==> config.mk <==
export PLATFORM = sky130hd
export DESIGN_NAME = ram_port_arbiter_flat
export DESIGN_NICKNAME = d
export VERILOG_FILES = /design/src/rtl/ram_port_arbiter_pkg.sv /design/src/rtl/ram_port_arbiter_if.sv /design/src/rtl/ram_port_arbiter_rr_arb2.sv /design/src/rtl/ram_port_arbiter.sv /design/src/flat_wrapper.sv
export SDC_FILE = /design/constraint.sdc
export NUM_CORES = 1
export LEC_CHECK = 0
export CAP_MARGIN = 20
export CORE_MARGIN = 10
export CORE_UTILIZATION = 38
export CTS_CLUSTER_SIZE = 14
export DETAILED_ROUTE_END_ITERATION = 12
export PLACE_DENSITY = 0.76
export SKIP_LAST_GASP = 1
export SLEW_MARGIN = 25
export SYNTH_ARGS = -nofsm -noshare
export SYNTH_HDL_FRONTEND = slang
export SYNTH_SLANG_ARGS = --single-unit
==> constraint.sdc <==
create_clock -name clk -period 1.74 [get_ports clk]
set_clock_uncertainty 0.05 [all_clocks]
set_input_delay 0.348 -clock clk [delete_from_list [all_inputs] [get_ports clk]]
set_output_delay 0.348 -clock clk [all_outputs]
set_load 0.02 [all_outputs]
==> src/rtl/ram_port_arbiter_pkg.sv <==
// Shared constants and record types for the two-client RAM port arbiter.
// The widths and depth match the 512x8 memory block behind the arbiter.
package ram_arb_pkg;

  localparam int DATA_W      = 8;
  localparam int ADDR_W      = 10;
  localparam int DEPTH       = 512;
  localparam int NUM_CLIENTS = 2;

  typedef struct packed {
    logic              we;
    logic [ADDR_W-1:0] addr;
    logic [DATA_W-1:0] wdata;
  } cmd_t;

  // owner is a client index; one bit covers both clients
  typedef struct packed {
    logic valid;
    logic owner;
    logic we;
    logic err;
  } stage_t;

  function automatic logic addr_illegal(input logic [ADDR_W-1:0] addr, input int depth);
    return int'(addr) >= depth;
  endfunction

endpackage

==> src/rtl/ram_port_arbiter_if.sv <==
// Client handshakes and memory-side command path of the RAM port arbiter.
// master = clients plus memory, slave = the arbiter.
interface ram_port_arbiter_if #(
  parameter int DATA_W = ram_arb_pkg::DATA_W,
  parameter int ADDR_W = ram_arb_pkg::ADDR_W
);

  logic              req0, req1;
  logic              we0, we1;
  logic [ADDR_W-1:0] addr0, addr1;
  logic [DATA_W-1:0] wdata0, wdata1;
  logic              gnt0, gnt1;
  logic              done0, done1;
  logic              err0, err1;
  logic [DATA_W-1:0] rdata0, rdata1;

  logic              mem_write;
  logic [ADDR_W-1:0] mem_write_address;
  logic [ADDR_W-1:0] mem_read_address;
  logic [DATA_W-1:0] mem_data_in;
  logic [DATA_W-1:0] mem_data_out;

  modport master (
    output req0, req1, we0, we1, addr0, addr1, wdata0, wdata1, mem_data_out,
    input  gnt0, gnt1, done0, done1, err0, err1, rdata0, rdata1,
    input  mem_write, mem_write_address, mem_read_address, mem_data_in
  );

  modport slave (
    input  req0, req1, we0, we1, addr0, addr1, wdata0, wdata1, mem_data_out,
    output gnt0, gnt1, done0, done1, err0, err1, rdata0, rdata1,
    output mem_write, mem_write_address, mem_read_address, mem_data_in
  );

endinterface

==> src/rtl/ram_port_arbiter_rr_arb2.sv <==
// Two-input round-robin grant. The prio pointer names the client that wins
// a tie, and it moves to the other client after every grant.
module rr_arb2
  import ram_arb_pkg::*;
(
  input  logic                   clk,
  input  logic                   rst,
  input  logic [NUM_CLIENTS-1:0] req,
  output logic [NUM_CLIENTS-1:0] gnt
);

  logic prio_q, prio_d;

  // NOTE: every signal written here gets a default first, so no path leaves it unassigned and no latch is inferred.
  always_comb begin
    gnt    = '0;
    prio_d = prio_q;
    if (!rst) begin
      if (req[0] && (!req[1] || !prio_q)) begin
        gnt[0] = 1'b1;
      end else if (req[1]) begin
        gnt[1] = 1'b1;
      end
    end
    if (|gnt) begin
      prio_d = gnt[0];
    end
  end

  // NOTE: reset is synchronous and active-high; it is sampled only on the rising clock edge.
  // NOTE: state is updated with non-blocking assignments so every flop samples pre-edge values.
  always_ff @(posedge clk) begin
    if (rst) begin
      prio_q <= 1'b0;
    end else begin
      prio_q <= prio_d;
    end
  end

endmodule

==> src/rtl/ram_port_arbiter.sv <==
// Shares the single command path of a 512x8 memory between two clients:
// round-robin grant, S1 issue register onto mem_*, S2 response with done/err/rdata.
module ram_port_arbiter
  import ram_arb_pkg::cmd_t, ram_arb_pkg::stage_t, ram_arb_pkg::addr_illegal;
#(
  parameter int DATA_W = ram_arb_pkg::DATA_W,
  parameter int ADDR_W = ram_arb_pkg::ADDR_W,
  parameter int DEPTH  = ram_arb_pkg::DEPTH
) (
  input logic                clk,
  input logic                rst,
  ram_port_arbiter_if.slave  bus
);

  logic [1:0] req_v, gnt_v;
  cmd_t       cmd0, cmd1, sel;
  logic       sel_illegal;

  stage_t s1_q, s1_d;
  stage_t s2_q, s2_d;

  logic              mem_write_q, mem_write_d;
  logic [ADDR_W-1:0] waddr_q, waddr_d;
  logic [ADDR_W-1:0] raddr_q, raddr_d;
  logic [DATA_W-1:0] din_q, din_d;
  logic [DATA_W-1:0] rdata0_q, rdata0_d;
  logic [DATA_W-1:0] rdata1_q, rdata1_d;
  logic              done0, done1, rd_ok;

  assign req_v = {bus.req1, bus.req0};

  rr_arb2 u_arb (
    .clk (clk),
    .rst (rst),
    .req (req_v),
    .gnt (gnt_v)
  );

  assign bus.gnt0 = gnt_v[0];
  assign bus.gnt1 = gnt_v[1];

  always_comb begin
    cmd0        = '{we: bus.we0, addr: bus.addr0, wdata: bus.wdata0};
    cmd1        = '{we: bus.we1, addr: bus.addr1, wdata: bus.wdata1};
    sel         = gnt_v[1] ? cmd1 : cmd0;
    sel_illegal = addr_illegal(sel.addr, DEPTH);
  end

  // Issue stage: rejected or absent commands leave the address/data ports
  // untouched and only drop mem_write, so the array cannot be modified.
  always_comb begin
    s1_d        = '{valid: |gnt_v, owner: gnt_v[1], we: sel.we, err: sel_illegal};
    mem_write_d = 1'b0;
    waddr_d     = waddr_q;
    raddr_d     = raddr_q;
    din_d       = din_q;
    if (|gnt_v && !sel_illegal) begin
      if (sel.we) begin
        mem_write_d = 1'b1;
        waddr_d     = sel.addr;
        din_d       = sel.wdata;
      end else begin
        raddr_d     = sel.addr;
      end
    end
  end

  // Response stage: the memory's read data arrives during the S2 cycle, so it
  // is steered straight to the owner and captured for the hold value.
  always_comb begin
    s2_d     = s1_q;
    done0    = s2_q.valid && !s2_q.owner;
    done1    = s2_q.valid &&  s2_q.owner;
    rd_ok    = !s2_q.we && !s2_q.err;
    rdata0_d = (done0 && rd_ok) ? bus.mem_data_out : rdata0_q;
    rdata1_d = (done1 && rd_ok) ? bus.mem_data_out : rdata1_q;
  end

  assign bus.done0  = done0;
  assign bus.done1  = done1;
  assign bus.err0   = done0 && s2_q.err;
  assign bus.err1   = done1 && s2_q.err;
  assign bus.rdata0 = rdata0_d;
  assign bus.rdata1 = rdata1_d;

  assign bus.mem_write         = mem_write_q;
  assign bus.mem_write_address = waddr_q;
  assign bus.mem_read_address  = raddr_q;
  assign bus.mem_data_in       = din_q;

  always_ff @(posedge clk) begin
    if (rst) begin
      s1_q        <= '0;
      s2_q        <= '0;
      mem_write_q <= 1'b0;
      waddr_q     <= '0;
      raddr_q     <= '0;
      din_q       <= '0;
      rdata0_q    <= '0;
      rdata1_q    <= '0;
    end else begin
      s1_q        <= s1_d;
      s2_q        <= s2_d;
      mem_write_q <= mem_write_d;
      waddr_q     <= waddr_d;
      raddr_q     <= raddr_d;
      din_q       <= din_d;
      rdata0_q    <= rdata0_d;
      rdata1_q    <= rdata1_d;
    end
  end

endmodule

==> src/flat_wrapper.sv <==
// flat-port wrapper written by rule: the top's interface ports become plain ports
module ram_port_arbiter_flat import ram_arb_pkg::cmd_t, ram_arb_pkg::stage_t, ram_arb_pkg::addr_illegal;
#(
  parameter int DATA_W = ram_arb_pkg::DATA_W,
  parameter int ADDR_W = ram_arb_pkg::ADDR_W,
  parameter int DEPTH  = ram_arb_pkg::DEPTH
)
  (clk, rst, bus_req0, bus_req1, bus_we0, bus_we1, bus_addr0, bus_addr1, bus_wdata0, bus_wdata1, bus_mem_data_out, bus_gnt0, bus_gnt1, bus_done0, bus_done1, bus_err0, bus_err1, bus_rdata0, bus_rdata1, bus_mem_write, bus_mem_write_address, bus_mem_read_address, bus_mem_data_in);
  ram_port_arbiter_if #(.DATA_W(DATA_W), .ADDR_W(ADDR_W)) bus_i ();
  input logic clk;
  input logic rst;
  input wire logic [$bits(bus_i.req0)-1:0] bus_req0;
  input wire logic [$bits(bus_i.req1)-1:0] bus_req1;
  input wire logic [$bits(bus_i.we0)-1:0] bus_we0;
  input wire logic [$bits(bus_i.we1)-1:0] bus_we1;
  input wire logic [$bits(bus_i.addr0)-1:0] bus_addr0;
  input wire logic [$bits(bus_i.addr1)-1:0] bus_addr1;
  input wire logic [$bits(bus_i.wdata0)-1:0] bus_wdata0;
  input wire logic [$bits(bus_i.wdata1)-1:0] bus_wdata1;
  input wire logic [$bits(bus_i.mem_data_out)-1:0] bus_mem_data_out;
  output wire logic [$bits(bus_i.gnt0)-1:0] bus_gnt0;
  output wire logic [$bits(bus_i.gnt1)-1:0] bus_gnt1;
  output wire logic [$bits(bus_i.done0)-1:0] bus_done0;
  output wire logic [$bits(bus_i.done1)-1:0] bus_done1;
  output wire logic [$bits(bus_i.err0)-1:0] bus_err0;
  output wire logic [$bits(bus_i.err1)-1:0] bus_err1;
  output wire logic [$bits(bus_i.rdata0)-1:0] bus_rdata0;
  output wire logic [$bits(bus_i.rdata1)-1:0] bus_rdata1;
  output wire logic [$bits(bus_i.mem_write)-1:0] bus_mem_write;
  output wire logic [$bits(bus_i.mem_write_address)-1:0] bus_mem_write_address;
  output wire logic [$bits(bus_i.mem_read_address)-1:0] bus_mem_read_address;
  output wire logic [$bits(bus_i.mem_data_in)-1:0] bus_mem_data_in;
  assign bus_i.req0 = bus_req0;
  assign bus_i.req1 = bus_req1;
  assign bus_i.we0 = bus_we0;
  assign bus_i.we1 = bus_we1;
  assign bus_i.addr0 = bus_addr0;
  assign bus_i.addr1 = bus_addr1;
  assign bus_i.wdata0 = bus_wdata0;
  assign bus_i.wdata1 = bus_wdata1;
  assign bus_i.mem_data_out = bus_mem_data_out;
  assign bus_gnt0 = bus_i.gnt0;
  assign bus_gnt1 = bus_i.gnt1;
  assign bus_done0 = bus_i.done0;
  assign bus_done1 = bus_i.done1;
  assign bus_err0 = bus_i.err0;
  assign bus_err1 = bus_i.err1;
  assign bus_rdata0 = bus_i.rdata0;
  assign bus_rdata1 = bus_i.rdata1;
  assign bus_mem_write = bus_i.mem_write;
  assign bus_mem_write_address = bus_i.mem_write_address;
  assign bus_mem_read_address = bus_i.mem_read_address;
  assign bus_mem_data_in = bus_i.mem_data_in;
  ram_port_arbiter #(.DATA_W(DATA_W), .ADDR_W(ADDR_W), .DEPTH(DEPTH)) u_core (.clk(clk), .rst(rst), .bus(bus_i));
endmodule
After elaboration in Yosys (flattened, before gate mapping)

Cells that the tools add are included.

Div/mod/pow operators: 0
$mul: 0
Bitwise gates (word level): 2
Multiplexer cells: 8
Order comparisons: 1
Reduce and logical (&&, ||, !) cells: 20
Shifts and indexed selects: 0
Add/subtract/negate cells: 0
Equality and inequality tests: 0

Operator list:

| cell                   | count |
|---|---|
| $mux W19               | 1 |
| $mux W8                | 2 |
| $ge A10 B10 Y1 const B | 1 |
| $logic_and A1 B1 Y1    | 9 |
| $logic_not A1 Y1       | 6 |
| $mux W1                | 4 |
| $reduce_and A2 Y1      | 2 |
| $reduce_or A2 Y1       | 2 |
| $mux W2                | 1 |
| $not A1 Y1             | 2 |
| $logic_or A1 B1 Y1     | 1 |

Bits in latches: 0
Register bits: 54
Logic and storage cells: 46
Bits in writable memories: 0
Memories: 0
Input bits: 50
Output and inout port bits: 51
Memory bits (read-only): 0

Depth between registers and ports, before layout

Gate-level depths: netlist (run 1).

Depth in word-level cells: 11
Depth in mapped cells: 6
Depth with buffers taken out: 4

Modules after synthesis

Synthesis (run 1) repeated with hierarchy kept, for this count alone.

Cells, all modules: 212
Area, all modules: 2318.5 µm²

Modules (own cells, without submodules):

| module           | times used | cells an instance | area an instance (µm²) |
|---|---|---|---|
| ram_port_arbiter | 1          | 205               | 2257.2 |
| rr_arb2          | 1          | 7                 | 61.3 |

Worst setup path after synthesis (run 1)

OpenSTA, ideal clock, no wires.

Kind: flip-flop to output port
From: register u_core.s2_q[3] (netlist bit)
To: output bus_rdata0[0]
Slack: -0.292 ns
Data required time: 1.342 ns
Data arrival time: 1.634 ns
Cell stages (with the launch flop): 4
Buffers on the path: 0
Cells stage by stage: dfxtp_1 nor2b_1 nor3b_2 mux2_2

Longest elaborated chain between the ends: 3

RTL lines:

| element                  | RTL line                | RTL |
|---|---|---|
| start: declaration       | ram_port_arbiter.sv:20  | `stage_t s2_q, s2_d;` |
| start signal: assignment | ram_port_arbiter.sv:94  | `s2_q <= '0;` |
| start signal: assignment | ram_port_arbiter.sv:103 | `s2_q <= s2_d;` |
| $logic_and A1 B1 Y1      | ram_port_arbiter.sv:72  | `done0 = s2_q.valid && !s2_q.owner;` |
| named net bus_done0      | flat_wrapper.sv:23      | `output wire logic [$bits(bus_i.done0)-1:0] bus_done0;` |
| $logic_and A1 B1 Y1      | ram_port_arbiter.sv:75  | `rdata0_d = (done0 && rd_ok) ? bus.mem_data_out : rdata0_q;` |
| $mux W8                  | ram_port_arbiter.sv:75  |  |
| end: declaration         | flat_wrapper.sv:27      | `output wire logic [$bits(bus_i.rdata0)-1:0] bus_rdata0;` |

The timed path passes the listed nets, and every way through them passes these cells.

Worst setup path after layout (run 1)

From: register u_core.s2_q[2] (netlist bit)
To: output bus_rdata1[1]

Longest elaborated chain between the ends: 3

RTL lines:

| element             | RTL line               | RTL |
|---|---|---|
| $logic_and A1 B1 Y1 | ram_port_arbiter.sv:73 | `done1 = s2_q.valid && s2_q.owner;` |
| $logic_and A1 B1 Y1 | ram_port_arbiter.sv:76 | `rdata1_d = (done1 && rd_ok) ? bus.mem_data_out : rdata1_q;` |
| $mux W8             | ram_port_arbiter.sv:76 |  |
| end: declaration    | flat_wrapper.sv:28     | `output wire logic [$bits(bus_i.rdata1)-1:0] bus_rdata1;` |

No other way between the ends.

==> impl_metrics.py, run 1 <==
metrics = {
    "outcome": {
        "run_status": "finished, violations left",
        "violations": "setup timing",
    },
    "floorplanning": {
        "fp.dieW_um": 98.18,
        "die-area_mm2": 0.009638,
        "rows": 28,
        "pin_count": 101,
        "initial_core_util": 0.3922,
        "fp.dieH_um": 98.18,
        "coreArea_mm2": 0.005921,
    },
    "cts": {
        "clkSinkCount": 54,
        "clk_path_buf_depth": 2,
        "cts_buffers": 5,
        "clock_insertion_delay_worst_skew_ps": 290,
        "tritoncts": "built",
        "ctsRootBufferMaster": "clkbuf_8",
        "htree_levels": 2,
        "clk_pin_slew_ps": 80,
    },
    "synthesis": {
        "synthesis.nets": 272,
        "yosysWarningCount": 0,
        "synth_area_per_cell_um2": 10.46,
        "ys_async_sr_fraction": 0,
        "syn_area_mm2": 0.002322,
        "ys_seq_elements": 54,
        "synthDistinctLibCells": 25,
        "synthCells": 222,
        "synth_flop_cell": "dfxtp_1",
        "seq_area_frac_synth": 0.4655,
        "synth_edf_count": 0,
    },
    "grt": {
        "grt_pass1_wl_um": 10610,
        "antenna_found_initial": 0,
        "grt_max_degree": 26,
        "grt_pass1_vias": 2110,
        "overflow": 0,
        "grt_use_total": 0.1323,
    },
    "route": {
        "wl_um": 6668,
        "vias": 2035,
        "via_per_inst": 4.733,
        "drc": 0,
        "wire_per_inst_um": 15.51,
        "drt_first_iter_violations": 69,
        "ant_nets": 0,
        "dr.pass1.iters": 4,
    },
    "finish": {
        "fillers": 489,
        "num-nets-final": 404,
        "antenna_cells": 0,
        "final_area_mm2": 0.003958,
        "layoutNonFillerInstCount": 430,
        "drive_above_1_share": 0.3183,
        "syn2layout_area_growth_pct": 70.42,
    },
    "sta": {
        "relSlewSlack": 0.8234,
        "fin_crit_sh": 1.165,
        "grt_setup_unrepaired": "yes",
        "report.final.setup_viol": 25,
        "hold_viol_final": 0,
        "fin_crit_ps": 2027,
        "setup_ws_ps": -287.5,
        "whs_ps": 383.8,
        "max_slew.worst_pin.slew_ps": 264.0,
        "fmax_mhz": 493.2,
        "slew_viol_final": 0,
    },
    "power_and_ir_drop": {
        "p_per_area_mw_per_mm2": 680.3,
        "ir_drop_mv": 0.3337,
        "p_leak_uw": 0.001760,
    },
    "critical_path": {
        "critPathCaptureType": "output port",
        "start_kind": "register",
        "ff2ff_setup_slack_ps": 0,
        "critical_path_class": "register to output port",
        "critical_path_arrival_ps": 1630,
        "cp.required_ps": 1340,
        "worstPathMaxFanout": 8,
    },
    "place": {
        "dp.cells": 417,
        "portBuffers": 100,
        "place_area_mm2": 0.003670,
        "dp_hpwl_um": 5142,
        "place.gp.congestion": 0.8450,
        "post-place-ws_ps": -618.6,
    },
    "run": {
        "max-cap-violations": 0,
    },
    "min_path": {
        "hold_class": "primary input to register",
    },
}
-- what timing repair did --
action | CTS | global route
hold buffers | 0 | 0
setup endpoints to repair | 51 | 43
buffers inserted | 2 | 3
gates resized for setup | 136 | 15
pin swaps | 1 | 1
-- stage by stage --
| step | power [µW] | TNS [ps] | util |
|---|---|---|---|
| after floorplan | 1575 | -715.1 | - |
| after global placement | 1874 | -22810 | 0.6198 |
| after detailed placement | 1880 | -23690 | 0.6198 |
| after CTS | 2706 | -4505 | 0.6560 |
| after global routing | 2817 | -6105 | 0.6684 |
| final | 2692 | -4421 | 0.6684 |
-- cells in the mapped netlist, types with 2 or more instances --
cell,instances,share of area
mux2i_1,16,0.069
nor3b_2,2,0.011
nor2_1,6,0.0097
o21ai_0,10,0.022
nor2b_1,40,0.11
mux2_2,33,0.16
and2_1,2,0.0054
a21oi_1,12,0.026
nand2b_1,10,0.027
dfxtp_1,54,0.47
and3b_1,2,0.0075
nand2_1,2,0.0032
nand3_1,10,0.022
inv_1,2,0.0032
buf_6,2,0.0097
clkbuf_1,10,0.016
-- per-layer routing --
| layer | up-vias | routed length [µm] | global-route usage | part of all wire |
|---|---|---|---|---|
| li1 | 1020 | - | - | - |
| met1 | 940 | 2780 | 0.1474 | 0.42 |
| met2 | 67 | 3321 | 0.2284 | 0.50 |
| met3 | 8 | 496 | 0.05215 | 0.074 |
| met4 | 0 | 70 | 0.03638 | 0.010 |
| met5 | - | 0 | 0 | 0 |
-- report_power, final --
group	leakage [µW]	internal [µW]	switching, µW
sequential	0.000441	1280	23.1
clock	0.0000524	431	370
combinational	0.00127	344	242
-- cell type report --
class                   instances  area, µm²  share of cell area
well taps                      75      93.84             0.02371
multi-input cells             153       1304              0.3294
flip-flops and latches         54       1089              0.2751
clock buffers                   7      76.32             0.01929
repair buffers                138       1358              0.3430
inverters                       2      7.507            0.001897
clock inverters                 1      30.03            0.007588
-- worst max-delay path: stages, from the launching register on --
cell and delay [ps]:
dfxtp_2 360, and2_4 140, nor3b_4 210, buf_12 170, mux2_4 310, buf_6 130
-- sequential cells by signal (all words and copies together) (netlist names) --
signal,flops
u_core.rdata0_q,8
u_core.bus.mem_data_in,8
u_core.bus.mem_write_address,10
u_core.bus.mem_write,1
u_core.bus.mem_read_address,10
u_core.u_arb.prio_q,1
u_core.s2_q,4
u_core.rdata1_q,8
u_core.s1_q,4
-- worst paths after layout --
| path | start | to | depth (start not counted) |
|---|---|---|---|
| worst max-delay path | u_core.s2_q[2] | bus_rdata1[1] | 5 |
| worst min register to register | u_core.s1_q[1] | u_core.s2_q[1] | 1 |
| worst max register to register | u_core.u_arb.prio_q | u_core.bus.mem_write_address[8] | 5 |
| worst min-delay path | rst | u_core.s1_q[2] | 4 |
-- cell families after synthesis --
family / share of synthesized area
buffers and inverters: 0.03125
flip-flops: 0.4655
AND/OR/NAND/NOR: 0.2058
multiplexers: 0.2338
AO/OA/AOI/OAI: 0.06358
-- placed cells by master (no fill, tap or decap), types with 3 or more instances in the layout --
master and n:
nor2b_1 38, nor2_1 6, dfxtp_1 50, nand2b_1 9, mux2_2 16, clkdlybuf4s50_1 74
nand3_1 10, a21oi_1 12, mux2_4 18, buf_12 3, buf_6 23, o21ai_0 9
buf_4 29, clkbuf_8 5, dfxtp_2 3, dlygate4sd2_1 4, mux2i_1 16
No activity file was read; power rests on OpenSTA's default activity.
==> inputs of run 2 (changes only) <==
--- a/constraint.sdc
+++ b/constraint.sdc
@@ -4,2 +4,2 @@
 set_output_delay 0.348 -clock clk [all_outputs]
-set_load 0.02 [all_outputs]
+set_load 0.05 [all_outputs]
==> run 2 against run 1 <==
The run still ends with setup timing left. Worst setup slack lost 30 ps. Die area is the same. Global-route usage grew 0.96 points. Sequential share of layout area shrank 0.15 points. Via count grew 0.54%. Critical path depth is the same. Maximum frequency shrank 1.5%.
==> impl_metrics.py, run 2 (same netlist as run 1, synthesis figures left out) <==
metrics = {
    "sta": {
        "setup_tns_ps": -4969,
        "fin_crit_ps": 2058,
        "relSlewSlack": 0.7914,
        "fmax_mhz": 486.0,
        "max_slew.worst_pin.slew_ps": 312.9,
        "report.final.setup_viol": 19,
        "setup_ws_ps": -317.8,
        "hold_viol_final": 0,
        "fin_crit_sh": 1.183,
        "grt_setup_unrepaired": "yes",
        "slew_viol_final": 0,
    },
    "power_and_ir_drop": {
        "power_uw": 2683,
        "p_per_area_mw_per_mm2": 674.9,
        "p_leak_uw": 0.001818,
        "ir_drop_mv": 0.3933,
    },
    "finish": {
        "final_area_mm2": 0.003975,
        "final_common_cell": "buf_4",
        "num-nets-final": 402,
        "fillers": 468,
        "syn2layout_area_growth_pct": 71.17,
        "drive_above_1_share": 0.4103,
        "layout_common_cells": "buf_4, dfxtp_1, clkdlybuf4s50_1, nor2b_1",
        "antenna_cells": 0,
    },
    "cts": {
        "ctsRootBufferMaster": "clkbuf_8",
        "cts_buffers": 5,
        "tritoncts": "built",
        "htree_levels": 2,
        "clkSinkCount": 54,
        "clock_insertion_delay_worst_skew_ps": 290,
        "ctsHoldBuffers": 0,
        "clk_path_buf_depth": 2,
        "clk_pin_slew_ps": 80,
    },
    "outcome": {
        "run_status": "finished, violations left",
        "violations": "setup timing",
    },
    "critical_path": {
        "start_kind": "register",
        "worstPathMaxFanout": 8,
        "critical_path_arrival_ps": 1660,
        "worstReg2RegEnd": "u_core.bus.mem_write_address[8]",
        "reg2reg_depth": 5,
        "crit_chain": "and2_4, nor3b_4, buf_12, mux2_4, buf_8",
        "critical-path-top-delay-family": "flip-flops",
        "critical_path_class": "register to output port",
        "r2r_start": "u_core.u_arb.prio_q",
        "worst-path-buf-inv": 2,
        "critPathCaptureType": "output port",
        "max_stage_delay_ps": 360,
        "slowest_stage": "dfxtp_2",
        "ff2ff_setup_slack_ps": -20,
        "cp.required_ps": 1340,
    },
    "min_path": {
        "min_from": "bus_req0",
        "hold_class": "primary input to register",
        "hold_depth": 3,
        "min_to": "u_core.s1_q[3]",
    },
    "route": {
        "via_per_inst": 4.803,
        "drc": 0,
        "wire_per_inst_um": 16.38,
        "ant_nets": 0,
        "wl_um": 6980,
        "dr.pass1.iters": 4,
        "drt_first_iter_violations": 143,
        "vias": 2046,
    },
    "floorplanning": {
        "rows": 28,
        "die-area_mm2": 0.009638,
        "fp.dieH_um": 98.18,
        "fp.dieW_um": 98.18,
        "pin_count": 101,
        "coreArea_mm2": 0.005921,
        "initial_core_util": 0.3922,
    },
    "grt": {
        "grt_pass1_wl_um": 11390,
        "overflow": 0,
        "grt_pass1_vias": 2215,
        "grt_use_total": 0.1419,
        "antenna_found_initial": 0,
        "grt_max_degree": 46,
    },
    "place": {
        "place.gp.congestion": 0.8094,
        "dp_hpwl_um": 5236,
        "place_area_mm2": 0.003620,
        "portBuffers": 100,
    },
    "run": {
        "max-cap-violations": 0,
    },
}
==> run 2: cell types whose count changed in the layout (fill, tap and decap cells not counted), moves of 2 or more <==
cell | before | now
buf_12 | 3 | 9
clkdlybuf4s50_1 | 74 | 44
buf_6 | 23 | 14
buf_4 | 29 | 52
dlygate4sd2_1 | 4 | 2
clkbuf_1 | 2 | 0
buf_8 | 0 | 12
==> run 2: per-layer routing <==
layer | global-route usage | share of wire | vias to the layer above | wire [µm]
met5 | 0 | 0 | - | 0
met4 | 0.03308 | 0.0060 | 0 | 42
met3 | 0.05567 | 0.083 | 6 | 580
met1 | 0.1501 | 0.39 | 951 | 2742
li1 | - | - | 1016 | -
met2 | 0.2579 | 0.52 | 73 | 3614
==> run 2: worst register-to-register path: stages, from the launching register on <==
cell and delay, ps:
dfxtp_4 380, nor2b_4 60, or3b_4 390, a211o_4 360, buf_6 140, mux2_4 290
==> run 2: timing repair <==
item | CTS | global route
cloned | 1 | 0
endpoints found under the setup margin | 47 | 35
resized for setup | 62 | 4
buffers inserted | 3 | 3
pin swaps | 4 | 3
==> run 2: how the worst max path moves through the flow <==
stage                               from                         endpoint  slack, ps  cells past startpoint
final                     u_core.s2_q[2]                    bus_rdata1[7]       -320                      5
after global routing      u_core.s2_q[2]                    bus_rdata1[0]       -410                      5
after CTS                 u_core.s2_q[2]                    bus_rdata1[5]       -330                      5
after detailed placement        bus_req1  u_core.bus.mem_write_address[2]       -610                      7
after global placement          bus_req1  u_core.bus.mem_write_address[7]       -570                      7
after floorplan           u_core.s2_q[3]                    bus_rdata0[0]       -230                      3
==> run 2: area by class of cell <==
class                      count  area (µm²)  share of cell area
timing repair buffer         136        1393              0.3503
sequential                    54        1087              0.2735
multi-input combinational    153        1311              0.3299
inverter                       2       7.507            0.001889
clock buffer                   6       82.58             0.02077
tap                           75       93.84             0.02361
==> run 2: metrics by stage <==
step,worst slack (ps),util,hold slack (ps),cells
6_report,-317.8,0.6714,388.4,426
5_1_grt,-408.4,0.6714,401.6,426
4_1_cts,-327.7,0.6646,392.8,423
3_5_place_dp,-609.0,0.6114,377.9,413
3_3_place_gp,-570.5,0.6114,367.8,413
2_1_floorplan,-225.0,-,363.8,222
==> run 2: where the power goes <==
group | total (µW) | internal (µW) | switching (µW)
logic | 712 | 359 | 353
registers | 1310 | 1280 | 23.8
clock network | 665 | 307 | 358
==> inputs of run 3 (changes only) <==
CORE_MARGIN = unset   (was 10)
SYNTH_HIERARCHICAL = 1   (was unset)
==> run 3 against run 2 <==
The run still ends with setup timing left. Clock power up 27%. Sequential share of layout area fell by 1.5 points. Flip-flop and latch count did not move. Die area decreased by 33%. Total power up 7.2%. Register-to-register slack got worse by 120 ps. Non-clock buffer count increased by 3. Core utilization is 4.7 points higher. Global-route usage rose by 6.2 points.
==> impl_metrics.py, run 3 <==
metrics = {
    "floorplanning": {
        "fp.dieH_um": 80.11,
        "initial_core_util": 0.3939,
        "pin_count": 101,
        "fp.dieW_um": 80.11,
        "die-area_mm2": 0.006418,
        "rows": 28,
        "coreArea_mm2": 0.005886,
    },
    "sta": {
        "fin_crit_ps": 2057,
        "max_slew.worst_pin.slew_ps": 630.0,
        "hold_viol_final": 0,
        "relSlewSlack": 0.5800,
        "fmax_mhz": 486.1,
        "setup_ws_ps": -317.1,
        "fin_crit_sh": 1.182,
        "grt_setup_unrepaired": "yes",
        "slew_viol_final": 0,
        "report.final.setup_viol": 46,
        "setup_tns_ps": -7668,
    },
    "route": {
        "drt_first_iter_violations": 58,
        "ant_nets": 0,
        "drc": 0,
        "vias": 2090,
        "via_per_inst": 4.988,
        "wl_um": 6901,
        "wire_per_inst_um": 16.47,
        "dr.pass1.iters": 4,
    },
    "place": {
        "dp_hpwl_um": 4069,
        "place.gp.congestion": 0.7759,
        "portBuffers": 100,
        "post-place-ws_ps": -622.7,
    },
    "synthesis": {
        "synth_edf_count": 0,
        "synth_top_family_by_area": "multiplexers",
        "yosysTopAreaCell": "dfxtp_1",
        "synthesis.nets": 262,
        "yosys.area_share.simple": 0.2008,
        "synthCells": 212,
        "synth_area_per_cell_um2": 10.94,
        "synthDistinctLibCells": 25,
        "synth_compound_area_frac": 0.08581,
        "synth_top_cell_area_share": 0.4663,
        "ys_seq_elements": 54,
        "ys_async_sr_fraction": 0,
        "synth_mux_area_frac": 0.2035,
        "syn_area_mm2": 0.002318,
        "yosys-top-cells-count": "dfxtp_1, nor2b_1, mux2_2",
        "synth_xor_area_frac": 0,
        "ys_top_cells_by_area": "dfxtp_1, mux2_2, nor2b_1",
        "yosys.cell_count.top_type": "dfxtp_1",
        "synth_flop_cell": "dfxtp_1",
        "synth_fa_ha_area_frac": 0,
        "yosysWarningCount": 6,
        "seq_area_frac_synth": 0.4663,
    },
    "finish": {
        "antenna_cells": 0,
        "syn2layout_area_growth_pct": 82.41,
        "fin_util": 0.7185,
        "num-nets-final": 393,
        "drive_above_1_share": 0.5000,
        "layout_common_cells": "buf_4, dfxtp_1, clkdlybuf4s50_1, nor2b_1, buf_6",
    },
    "critical_path": {
        "critical_path_arrival_ps": 1660,
        "ff2ff_setup_slack_ps": -140,
        "critical_path_class": "register to output port",
        "cp.required_ps": 1340,
        "start_kind": "register",
        "critPathCaptureType": "output port",
        "worstPathMaxFanout": 8,
    },
    "cts": {
        "ctsRootBufferMaster": "clkbuf_8",
        "clkSinkCount": 54,
        "htree_levels": 2,
        "tritoncts": "built",
        "clock_insertion_delay_worst_skew_ps": 310,
        "cts_buffers": 5,
        "clk_pin_slew_ps": 90,
        "clk_path_buf_depth": 2,
        "ctsHoldBuffers": 0,
    },
    "grt": {
        "overflow": 0,
        "grt_pass1_wl_um": 10010,
        "grt_pass1_vias": 2058,
        "grt_max_degree": 56,
        "grt_use_total": 0.2040,
        "antenna_found_initial": 0,
    },
    "run": {
        "max-cap-violations": 0,
    },
    "min_path": {
        "hold_class": "register to register",
    },
    "power_and_ir_drop": {
        "p_leak_uw": 0.001718,
        "ir_drop_mv": 0.4702,
        "p_per_area_mw_per_mm2": 680.1,
    },
    "outcome": {
        "violations": "setup timing",
        "run_status": "finished, violations left",
    },
}
## run 3: changes by cell type after synthesis, moves of 6 or more
cell	change
nor2b_1	-6
nand3_1	-10
o21ai_0	-10
a21oi_1	-12
mux2_2	-8
nor2_1	+8
nand2b_1	-10
nor3_1	+17
a211oi_2	+9
a211oi_1	+9
## run 3: timing repair
action	4_1_cts	5_1_grt
gates resized for setup	55	45
cloned	2	3
buffers inserted	8	10
setup endpoints to repair	47	47
pin swaps	3	11
## run 3: area by class of cell
class / count / area (µm²)
fill: 416 / 1657
multi-input combinational: 142 / 1464
timing repair buffer: 139 / 1463
sequential: 54 / 1092
tap: 75 / 93.84
clock buffer: 5 / 68.82
clock inverter: 3 / 43.79
inverter: 1 / 3.754
## run 3: path summary, 6_finish.rpt
kind | endpoint | start | cells past startpoint
worst max-delay path | bus_rdata1[6] | u_core/s2_q[0] | 4
worst min-delay path | u_core/s2_q[1] | u_core/s1_q[1] | 1
worst max register to register | u_core/bus.mem_read_address[6] | u_core/u_arb/prio_q | 7
worst min register to register | u_core/s2_q[1] | u_core/s1_q[1] | 1
## run 3: per-stage QoR
stage	instances	power [µW]	area, µm²	hold WS (ps)
floorplan	212	1658	2371	363.8
detailed placement	394	1916	3510	381.0
CTS	411	2817	3920	397.9
global route	419	2993	4229	403.8
global placement	394	1909	3510	368.5
finish	419	2876	4229	393.0
## run 3: per-layer routing
metal,vias to the layer above,routed length (µm),track usage
met4,0,156,0.06071
met5,-,0,0
li1,1003,-,-
met2,75,3564,0.3504
met3,19,389,0.04432
met1,993,2791,0.2546
## run 3: logic make-up after synthesis
kind of cell	count (synthesis)
buffers and inverters	17
AOI/OAI and AO/OA	20
and+or+nand+nor	77
DFF	54
muxes	44
## run 3: report_power, final
part	internal [µW]	switching, µW	total [µW]
clock network	432	415	847
logic	362	363	726
registers	1280	25.6	1300
## run 3: critical path, stage by stage, from the launching register on
cell	delay, ps
dfxtp_4	370
nor4bb_2	250
buf_4	250
mux2_4	330
buf_8	150
==> variant 1: new RTL, config.mk and constraints of run 1 <==
`ADDR_W`: 10 -> 11.
--- a/src/rtl/ram_port_arbiter_pkg.sv
+++ b/src/rtl/ram_port_arbiter_pkg.sv
@@ -3,7 +3,7 @@
 package ram_arb_pkg;
 
   localparam int DATA_W      = 8;
-  localparam int ADDR_W      = 10;
+  localparam int ADDR_W      = 11;
   localparam int DEPTH       = 512;
   localparam int NUM_CLIENTS = 2;
 
Ports: changed (resized bus_addr0, bus_addr1, bus_mem_read_address and bus_mem_write_address); port bits go from 101 to 105. No check against the original RTL was run, so the function may have changed too.
==> variant 1 against run 1 <==
  * The flow still finishes with violations (negative setup slack)
  * Register-to-register slack improved by 0.07 ns
  * Sequential cell count up 2
  * Cell area rose by 3.7%
  * Setup slack worse by 0.017 ns
  * Clock power grew 5.1%
  * Power hardly changed
  * Area after synthesis increased by 6.8%
  * Wire length grew 14%
  * Sequential share of layout area grew 0.064 points
==> variant 1: results (changes against run 1) <==
[run_status]
outcome=finished with violations
violations=negative setup slack

[logic_synthesis]
ys_seq_area_frac=0.452  ; -0.0137
syn_nets=303  ; +11%
synth_compound_area_frac=0.0893  ; +0.0257
syn_inst=251  ; +13%
synth_cell_types=31  ; +24%
ys_top_cells_by_area=dfxtp_1 (45%), mux2_2 (19%), nor2b_1 (12%)
yosysWarningCount=0  ; unchanged
muxShareOfSynthArea=0.191  ; -0.0432
synth_commonest_cells=dfxtp_1 (56), nor2b_1 (48), mux2_2 (42), a21oi_1 (20), nand3_1 (18)

[global_route]
grt_pass1_vias=2308  ; +9.4%
track_usage=0.143  ; +0.0109
grtUsageMet2=0.234  ; +0.00548
grt_use_met3=0.0727  ; +0.0206
grt_max_degree=64  ; +150%
grt_pass1_wl_mm=11.7  ; +10%

[placed_design]
place_congestion=0.748  ; -11%
numPortBuffers=104  ; +4.0%
dpl.hpwl_mm=5.51  ; +7.2%
place_inst=434  ; +4.1%

[layout]
bufAreaShareNonClock=0.338  ; -0.00481
fin_cells=450  ; +4.7%
num-multi-input-gates=175  ; +14%
multi_input_area_share=0.334  ; +0.00420
final-clk-cell-share=0.0271  ; +0.000269
seq_cell_count=56  ; +3.7%
fin_nets=424  ; +5.0%
drive_gt1_frac=0.308  ; -0.0100
fill_cells=544  ; +11%
inverters=2  ; unchanged
signal_buffers=132  ; -4.3%
seq_area_sq_um=1130  ; +3.9%

[power_and_ir_drop]
irDropWorstVdd_v=0.000397  ; +19%
p_leak_uw=0.00171  ; -2.9%

[setup_path]
reg2reg_slack_ns=0.07  ; +0.07 ns
critPathSlowestCell=dfxtp_4
crit_end=bus_rdata1[7]
reg2reg_depth=6  ; +1
crit_path_max_incr_delay_ns=0.38  ; +0.02 ns
worst_ep_arrival_time_ns=1.65  ; +0.02 ns

[sta]
worst_pin_slew_ns=0.634  ; +0.370 ns
holdWs_ns=0.299  ; -0.0844 ns
setup-tns-final_ns=-4.61  ; -0.186 ns
report.final.setup_viol=16  ; -36%
setup_slack_ns=-0.304  ; -0.0169 ns

[detailed_routing]
totalWireLength_mm=7.61  ; +14%
wl_met3_um=822  ; +66%
met1Wirelength_mm=3.26  ; +17%
avgViaCountPerCell=4.95  ; +4.7%

[cts]
clk_pin_slew_ns=0.10  ; +0.02 ns

[worst_hold_path]
min_path_type=in -> reg

-- variant 1: what timing repair did --
action	in CTS	in global routing
endpoints found under the setup margin	48	36
setup buffers	3	3
gates resized for setup	136	21
gates cloned	2	0
pin swaps	5	5
-- variant 1: power by group --
part           internal [uW]  switching [uW]  total, uW
Clock                    426             416        842
Combinational            293             222        516
Sequential              1310            17.8       1330
-- variant 1: worst min path at each step --
| stage | start | end | cells past startpoint |
|---|---|---|---|
| 3_5_place_dp | u_core.s1_q[1] | u_core.s2_q[1] | 1 |
| 5_1_grt | bus_we1 | u_core.s1_q[1] | 3 |
| 3_3_place_gp | u_core.s1_q[3] | u_core.s2_q[3] | 1 |
| 4_1_cts | rst | u_core.u_arb.prio_q | 3 |
| 2_1_floorplan | u_core.s1_q[0] | u_core.s2_q[0] | 1 |
| 6_report | rst | u_core.u_arb.prio_q | 3 |
==> variant 2: new RTL, config.mk and constraints of run 1 <==
Without the edit above. Put a register stage on the output `bus.err1`. The value now appears one clock later.
--- a/src/rtl/ram_port_arbiter.sv
+++ b/src/rtl/ram_port_arbiter.sv
@@ -79,7 +79,9 @@
   assign bus.done0  = done0;
   assign bus.done1  = done1;
   assign bus.err0   = done0 && s2_q.err;
-  assign bus.err1   = done1 && s2_q.err;
+  always_ff @(posedge clk) begin
+    bus.err1 <= done1 && s2_q.err;
+  end
   assign bus.rdata0 = rdata0_d;
   assign bus.rdata1 = rdata1_d;
 
Formal check against the unedited RTL: not equivalent (a bounded check fails within 4 cycles, from zero or initial values and one cycle with rst high).
==> variant 2 against run 1 <==
  * The run still ends with negative setup slack left
  * First-iteration DRC count up 2.9%
  * Wire length up 0.21%
  * Core utilization about the same
  * Setup slack worse by 0.0068 ns
  * Sequential cell count up 1
  * Power up 7.7%
  * Cell area up 0.60%
  * Sequential share of layout area up 0.31 points
  * Area after synthesis up 0.86%
  * Largest power group unchanged
==> variant 2: results (changes against run 1) <==
[logic_synthesis]
synth_compound_area_frac=0.0630  ; -0.000543
ys_top_cells_by_area=dfxtp_1 (47%), mux2_2 (16%), nor2b_1 (11%)
synth_fa_ha_area_frac=0  ; unchanged
ys_seq_area_frac=0.470  ; +0.00457
synth_commonest_cells=dfxtp_1 (55), nor2b_1 (40), mux2_2 (33), mux2i_1 (16), a21oi_1 (12)
syn_inst=223  ; +0.45%
syn_nets=273  ; +0.37%
muxShareOfSynthArea=0.232  ; -0.00200

[global_route]
grt_pass1_wl_mm=10.6  ; -0.13%
grt_max_degree=36  ; +38%
grt_pass1_vias=2139  ; +1.4%
track_usage=0.131  ; -0.00116

[placed_design]
place_ws_ns=-0.637  ; -0.0186 ns
place_inst=414  ; -0.72%
place_congestion=0.860  ; +1.7%
dpl.hpwl_mm=4.98  ; -3.2%
dpl-instance-area_sq_um=3680  ; +0.41%

[layout]
seq-cell-share=0.278  ; +0.00307
diodes=0  ; unchanged
fill_cells=501  ; +2.5%
fin_nets=402  ; -0.50%
inverters=2  ; unchanged
signal_buffers=135  ; -2.2%
final-clk-cell-share=0.0343  ; +0.00738
drive_gt1_frac=0.320  ; +0.00180
final_area_sq_um=3980  ; +0.60%
area_growth_pct=70.0
bufAreaShareNonClock=0.338  ; -0.00456
clkbuf_count=5  ; -2
seq_cell_count=55  ; +1.9%
multi_input_area_share=0.324  ; -0.00574

[sta]
setup-tns-final_ns=-4.56  ; -0.144 ns
holdWs_ns=0.264  ; -0.120 ns
relSlewSlack=0.768  ; -0.0556
setup_slack_ns=-0.294  ; -0.00682 ns
report.final.setup_viol=19  ; -24%

[worst_hold_path]
hold_path_depth=3  ; -1
min_from=bus_req0
hold_end=u_core.s1_q[3]

[cts]
clkLatencyLatePin_ns=0.31  ; +0.02 ns
clk_pin_slew_ns=0.09
h-tree-depth=2  ; unchanged
cts.repair.resized=139  ; +2.2%

[run_status]
violations=negative setup slack
outcome=finished with violations

[detailed_routing]
totalWireLength_mm=6.68  ; +0.21%
avgViaCountPerCell=4.77  ; +0.76%
num_vias=2041  ; +0.29%
first_iter_violations=71  ; +2.9%
drt_first_pass_iters=4  ; unchanged

[power_and_ir_drop]
irDropWorstVdd_v=0.000407  ; +22%
p_leak_uw=0.00175  ; -0.72%

[setup_path]
reg2reg_slack_ns=-0.01
reg2reg_depth=5  ; unchanged

-- variant 2: worst max path at each step --
stage | cells after the start | to | from
floorplan | 3 | bus_rdata0[0] | u_core.s2_q[3]
global placement | 5 | bus_gnt0 | bus_req1
detailed placement | 7 | u_core.bus.mem_write_address[8] | bus_req1
CTS | 5 | bus_rdata1[3] | u_core.s2_q[2]
global route | 5 | bus_rdata1[3] | u_core.s2_q[2]
finish | 5 | bus_rdata1[1] | u_core.s2_q[2]
-- variant 2: power by group --
part | switching, uW | internal [uW] | leakage, uW
logic | 236 | 344 | 0.00123
registers | 23.1 | 1310 | 0.000449
clock network | 419 | 574 | 0.0000644
-- variant 2: metal layers --
layer	track usage	vias to the layer above	part of all wire
li1	-	1021	-
met1	0.141	945	0.41
met2	0.229	66	0.49
met3	0.0545	9	0.080
met4	0.0408	0	0.013
met5	0	-	0
-- variant 2: tightest hold or removal path, cell delays in order --
cell and delay (ns):
clkbuf_2 0.12, nor2_1 0.05, nor2_1 0.07
